<file path="config.mk">
export PLATFORM = sky130hd
export DESIGN_NAME = instr_aligner
export DESIGN_NICKNAME = d
export VERILOG_FILES = /design/src/rtl/instr_aligner.sv
export SDC_FILE = /design/constraint.sdc
export NUM_CORES = 1
export LEC_CHECK = 0
export BUFFER_PORTS_ARGS = -buffer_cell sky130_fd_sc_hd__clkbuf_2
export CAP_MARGIN = 5
export CORE_UTILIZATION = 47
export CTS_CLUSTER_DIAMETER = 40
export CTS_CLUSTER_SIZE = 40
export DETAILED_ROUTE_END_ITERATION = 10
export HOLD_SLACK_MARGIN = 0.1
export PLACE_DENSITY = 0.67
export SKIP_LAST_GASP = 1
export SLEW_MARGIN = 20
export SYNTH_ARGS = -nofsm -noshare
export SYNTH_HDL_FRONTEND = slang
export SYNTH_SLANG_ARGS = --single-unit
</file>
<file path="constraint.sdc">
create_clock -name clk -period 3.3 [get_ports clk]
set_input_delay 0.825 -clock clk [delete_from_list [all_inputs] [get_ports clk]]
set_output_delay 0.825 -clock clk [all_outputs]
set_load 0.005 [all_outputs]
</file>
<file path="src/rtl/instr_aligner.sv">
// instr_aligner: realigns a 32-bit fetch word stream into 16/32-bit RISC-V instructions
module instr_aligner #(
   parameter int          DEPTH    = 8,
   parameter logic [31:0] RESET_PC = 32'h0000_0000,
   parameter int          ENABLE_C = 1
) (
   input  logic                         clk,
   input  logic                         reset,
   input  logic                         fetch_valid,
   output logic                         fetch_ready,
   input  logic [31:0]                  fetch_data,
   input  logic                         redirect,
   input  logic [31:0]                  redirect_pc,
   output logic                         out_valid,
   input  logic                         out_ready,
   output logic [31:0]                  out_instr,
   output logic [31:0]                  out_pc,
   output logic                         out_compressed,
   output logic                         out_illegal,
   output logic [$clog2(DEPTH+1)-1:0]   level
);
   localparam int LW = $clog2(DEPTH + 1);
   localparam int PW = $clog2(DEPTH);

   logic [15:0]   mem_q [DEPTH];
   logic [PW-1:0] rd_q, rd_d, wr_q, wr_d, rd_p1, wr_p1;
   logic [LW-1:0] level_q, level_d, push_n, pop_n;
   logic [31:0]   pc_q, pc_d;
   logic          drop_q, drop_d;
   logic [15:0]   h0, h1;
   logic          is_c, fetch_fire, out_fire;

   function automatic logic [PW-1:0] adv(input logic [PW-1:0] p, input int n);
      int s;
      s = int'(p) + n;
      return PW'(s >= DEPTH ? s - DEPTH : s);
   endfunction

   assign rd_p1          = adv(rd_q, 1);
   assign wr_p1          = adv(wr_q, 1);
   assign h0             = mem_q[rd_q];
   assign h1             = mem_q[rd_p1];
   assign is_c           = (ENABLE_C != 0) && (h0[1:0] != 2'b11);
   assign fetch_ready    = !reset && !redirect && (level_q <= LW'(DEPTH - 2));
   assign out_valid      = !reset && !redirect && ((level_q >= LW'(2)) || (level_q != '0 && is_c));
   assign fetch_fire     = fetch_valid && fetch_ready;
   assign out_fire       = out_valid && out_ready;
   assign out_instr      = is_c ? {16'h0000, h0} : {h1, h0};
   assign out_pc         = pc_q;
   assign out_compressed = is_c;
   assign out_illegal    = (ENABLE_C == 0) && (h0[1:0] != 2'b11);
   assign level          = level_q;

   // next state: redirect flushes everything, otherwise push and pop combine freely
   always_comb begin
      push_n  = fetch_fire ? (drop_q ? LW'(1) : LW'(2)) : '0;
      pop_n   = out_fire ? (is_c ? LW'(1) : LW'(2)) : '0;
      level_d = redirect ? '0 : level_q + push_n - pop_n;
      wr_d    = redirect ? '0 : adv(wr_q, int'(push_n));
      rd_d    = redirect ? '0 : adv(rd_q, int'(pop_n));
      pc_d    = redirect ? (redirect_pc & 32'hFFFF_FFFE)
                         : pc_q + (out_fire ? (is_c ? 32'd2 : 32'd4) : 32'd0);
      drop_d  = redirect ? redirect_pc[1] : (drop_q && !fetch_fire);
   end

   // control state with asynchronous reset
   always_ff @(posedge clk or posedge reset) begin
      if (reset) begin
         level_q <= '0;
         rd_q    <= '0;
         wr_q    <= '0;
         pc_q    <= RESET_PC;
         drop_q  <= 1'b0;
      end else begin
         level_q <= level_d;
         rd_q    <= rd_d;
         wr_q    <= wr_d;
         pc_q    <= pc_d;
         drop_q  <= drop_d;
      end
   end

   // halfword storage; an odd redirect target skips the low half of the first word
   always_ff @(posedge clk) begin
      if (fetch_fire) begin
         if (drop_q) begin
            mem_q[wr_q] <= fetch_data[31:16];
         end else begin
            mem_q[wr_q]  <= fetch_data[15:0];
            mem_q[wr_p1] <= fetch_data[31:16];
         end
      end
   end
endmodule
</file>
==> out/metrics.sh <==
FINAL_NET_COUNT=998
TRACK_USAGE=0.243
VDD_DROP_MAX_mV=0.371
SLEW_VIOL_FINAL=0
ROWS=53
CRITICAL_PATH_PEAK_FANOUT=8
MAIN_SYNTH_FF_TYPE='edfxtp_1'
VIAS=7175
CP_CELL_SEQUENCE='buf_12 -> ha_4 -> buf_12 -> mux4_2 -> nand2_2 -> a21oi_2 -> buf_2'
CRITICALPATHCATEGORY='reg -> out'
POWER.DENSITY_CELL_AREA_nW_PER_UM2=468
SHARE_OF_FLIP_FLOPS_WITH_AN_ASYNCHRONOUS_SET_OR_RESET=0.247
NUM_ANTENNA_CELLS=0
CLOCK-ROOT-BUFFER='clkbuf_16'
WORST_SETUP_PATH_END_KIND='primary output'
REQUIRED_NS=2.47
DIE_WIDTH_UM=150
WORST_EP_ARRIVAL_TIME_NS=2.43
CTS_BUFFER_DEPTH=2
ROUTE.DETAILED.WL_PER_INST_UM=21.8
YS_SEQ_AREA_FRAC=0.478
RELSLEWSLACK=0.449
CAP_VIOL_MAX_COUNT=0
REMAINING_NUMBER_OF_NETS_FLAGGED_BY_THE_ANTENNA_CHECK_AFTER_ROUTING=0
HOLD_BUFFERS=0
CORE_AREA_UM2=21200
TRITONCTS='done'
SYNTH-SEQ-CELLS=170
CLKSINKCOUNT=170
ANTENNA_FOUND_INITIAL=1
NUMBER_OF_DRC_MARKERS_AFTER_THE_INITIAL_DETAILED_ROUTE_ITERATION=437
GRT_START_MAX_NET_PINS=43
SYN-MEAN-INSTANCE-AREA_UM2=13.7
CHIPHEIGHT_UM=150
TIMING.HOLD.WORST.CLASS='in -> async'
GRT_SETUP_UNREPAIRED='true'
FINAL.PERIOD_UTILIZATION=0.986
FINAL-SETUP-VIOL-COUNT=0
R2R_SLACK_NS=0.11
STATUS='finished, final reports clean'
HOLD_VIOL_FINAL=0
DP.FINAL_HPWL_MM=16.7
CLOCK_INSERTION_DELAY_WORST_SKEW_NS=0.43
R2R-END='out_pc[18]'
GP_CONGESTION=0.785
CRITICAL_PATH.MAX_STAGE_DELAY_NS=0.55
LAYOUT_MIN_CYCLE_TIME_NS=3.25
FINALCOREUTILIZATION=0.576
TIMING.CLOCK.SKEW_NS=0.0119
POST_SYNTH_INST_COUNT=749
CRIT-REG2REG-LAUNCH='rd_q[0]'
STARTPOINT_TYPE='register'
PLACEMENT.IO_BUFFERS=137
LEAKAGEPOWER_nW=4.42
COUNT_OF_NON_FILLER_CELLS_IN_THE_FINISHED_LAYOUT=1199
WIRELENGTH_MM=26.1
VIAS_PER_CELL=5.98
CLK_TRANSITION_REPORTED_PATHS_NS=0.07
WORSTPATHBUFFERINVERTERCOUNT=3
GR-TOTAL-OVERFLOW=0
CRITICAL_PATH.MOST_COMMON_CELL='buf_12'
NUMBER_OF_GLOBAL_ROUTE_VIAS_BEFORE_REPAIR=7175
REMAINING_DRC_ERRORS=0
DRIVE_ABOVE_1_SHARE=0.513
CTSHTREEMAXLEVEL=4
SYN_AREA_UM2=10200
TIMING.REG2REG.WORST_PATH_DEPTH=9
DP.CELLS=1159
MAX_FREQ_MHz=307
PATH_DELAY_FAMILY='flip-flops'
YOSYSWARNINGS=0
LAYOUT-AREA-OVERHEAD-VS-SYNTH_PCT=19.5
FINAL.FILL_COUNT=1766
CRITICAL-PATH-SLOWEST-CELL='dfrtp_4'
DIEAREA_UM2=22400
GRT_FIRST_PASS_WIRELENGTH_MM=40.1
TOP_LEVEL_PORTS=141
INITIAL_CELL_DENSITY_OF_THE_CORE=0.482
SYNTH_EDF_COUNT=128
WORSTMARGINPINSLEW_NS=0.824
CTS-BUFFERS-INSERTED=17
NETLIST-CELL-TYPE-COUNT=55
DRT_FIRST_PASS_ITERS=4
state kept, by name (all words and copies together), names as in the netlist:
name    cells
rd_q        3
drop_q      1
level       4
mem_q     128
out_pc     31
wr_q        3
Yosys cell counts (all sizes together) (2+ instances only):
| cell type | count | area [um^2] |
|---|---|---|
| o31ai | 17 | 155 |
| and2 | 2 | 12.5 |
| edfxtp | 128 | 3840 |
| or2 | 2 | 12.5 |
| buf | 21 | 149 |
| o21a | 4 | 30.0 |
| mux2 | 146 | 1640 |
| dfrtp | 42 | 1050 |
| a21oi | 21 | 105 |
| o41ai | 2 | 17.5 |
| xor2 | 7 | 61.3 |
| nor4 | 3 | 18.8 |
| a22oi | 2 | 15.0 |
| or3 | 2 | 12.5 |
| o32a | 3 | 30.0 |
| clkbuf | 30 | 113 |
| o21ai | 17 | 100 |
| a31oi | 16 | 100 |
| nand4 | 5 | 31.3 |
| ha | 13 | 163 |
| fa | 5 | 100 |
| xnor2 | 12 | 105 |
| nand2b | 4 | 25.0 |
| and3 | 5 | 31.3 |
| or4 | 14 | 105 |
| nor3 | 3 | 15.0 |
| nor2 | 33 | 124 |
| or4b | 2 | 20.0 |
| mux4 | 64 | 1440 |
| nor2b | 6 | 37.5 |
| nand2 | 65 | 244 |
| inv | 16 | 60.1 |
| and4 | 4 | 35.0 |
| nand3 | 17 | 85.1 |
cell type report:
| cell class | instances | area (um^2) | share of cell area |
|---|---|---|---|
| Tap cell | 275 | 344 | 0.0281 |
| Clock inverter | 14 | 161 | 0.0132 |
| Timing Repair Buffer | 193 | 1190 | 0.0970 |
| Sequential cell | 170 | 4900 | 0.401 |
| Clock buffer | 18 | 429 | 0.0351 |
| Inverter | 17 | 63.8 | 0.00522 |
| Multi-Input combinational cell | 512 | 5150 | 0.421 |
tightest hold or removal path, stage by stage:
cell and delay [ns]:
clkbuf_2 0.10, inv_1 0.05, buf_4 0.46
where the power goes:
part	switching, mW	internal, mW
clock network	0.878	1.14
logic	0.575	0.635
registers	0.101	2.40
kinds of logic (layout without fill, tap and decap cells):
kind of cell / after synthesis / in the layout / share of synthesized area
AOI/OAI and AO/OA: 93 / 93 / 0.0649
xor gates and xnor gates: 19 / 19 / 0.0163
adders and majority gates: 18 / 18 / 0.0257
buffers and inverters: 68 / 242 / 0.0318
DFF: 170 / 170 / 0.478
muxes: 210 / 210 / 0.301
other: 1 / 2 / 0.000366
and+or+nand+nor: 170 / 170 / 0.0816
per-layer routing:
metal	vias up	global-route usage	wire (um)
li1	3262	-	-
met5	-	0	11
met3	30	0.0506	1820
met4	2	0.0684	342
met1	3626	0.317	10700
met2	255	0.410	13200
worst max-delay path by stage:
stage,start,to,slack [ns],cells after the start
after global routing,rd_q[0],out_instr[29],-0.04,7
final,rd_q[0],out_instr[16],0.05,7
after floorplan,rd_q[0],out_pc[21],0.02,14
after global placement,rd_q[0],out_pc[14],0.02,10
after CTS,rd_q[0],out_instr[31],-0.03,7
after detailed placement,rd_q[0],out_pc[16],-0.05,9
layout by cell type, fill, tap and decap left out, types with 4 or more instances in the layout:
cell type / n
o21ai_2: 4
buf_4: 48
fa_1: 4
nor2_1: 28
nand2b_1: 4
nor2b_1: 6
mux2_2: 146
a21oi_1: 15
o21a_1: 4
buf_12: 5
mux4_2: 64
buf_2: 4
inv_1: 16
xor2_1: 7
or4_1: 14
nand2_1: 60
o21ai_0: 13
and3_1: 5
ha_1: 10
nand3_1: 16
a21oi_2: 6
edfxtp_1: 128
clkbuf_2: 133
dfrtp_1: 40
a31oi_1: 16
nand2_2: 5
clkbuf_16: 17
inv_6: 4
o31ai_1: 15
nand4_1: 5
xnor2_1: 11
nor2_2: 5
and4_1: 4
per-stage QoR:
stage / hold slack [ns] / setup slack, ns / setup TNS (ns) / instance area, um^2 / total power [mW]
finish: 0.541 / 0.0453 / 0 / 12200 / 5.73
floorplan: 0.557 / 0.0206 / 0 / 10200 / 3.26
global route: 0.587 / -0.0411 / -0.341 / 12200 / 5.97
CTS: 0.559 / -0.0288 / -0.111 / 12100 / 5.76
detailed placement: 0.571 / -0.0470 / -0.179 / 11400 / 3.70
global placement: 0.556 / 0.0197 / 0 / 11400 / 3.68
what timing repair did:
item | in CTS | in global routing
setup buffers | 3 | 5
setup endpoints to repair | 31 | 30
gates resized for setup | 9 | 25
cloned | 1 | 0
pin swaps | 2 | 12
No activity file was read; power rests on OpenSTA's default activity.
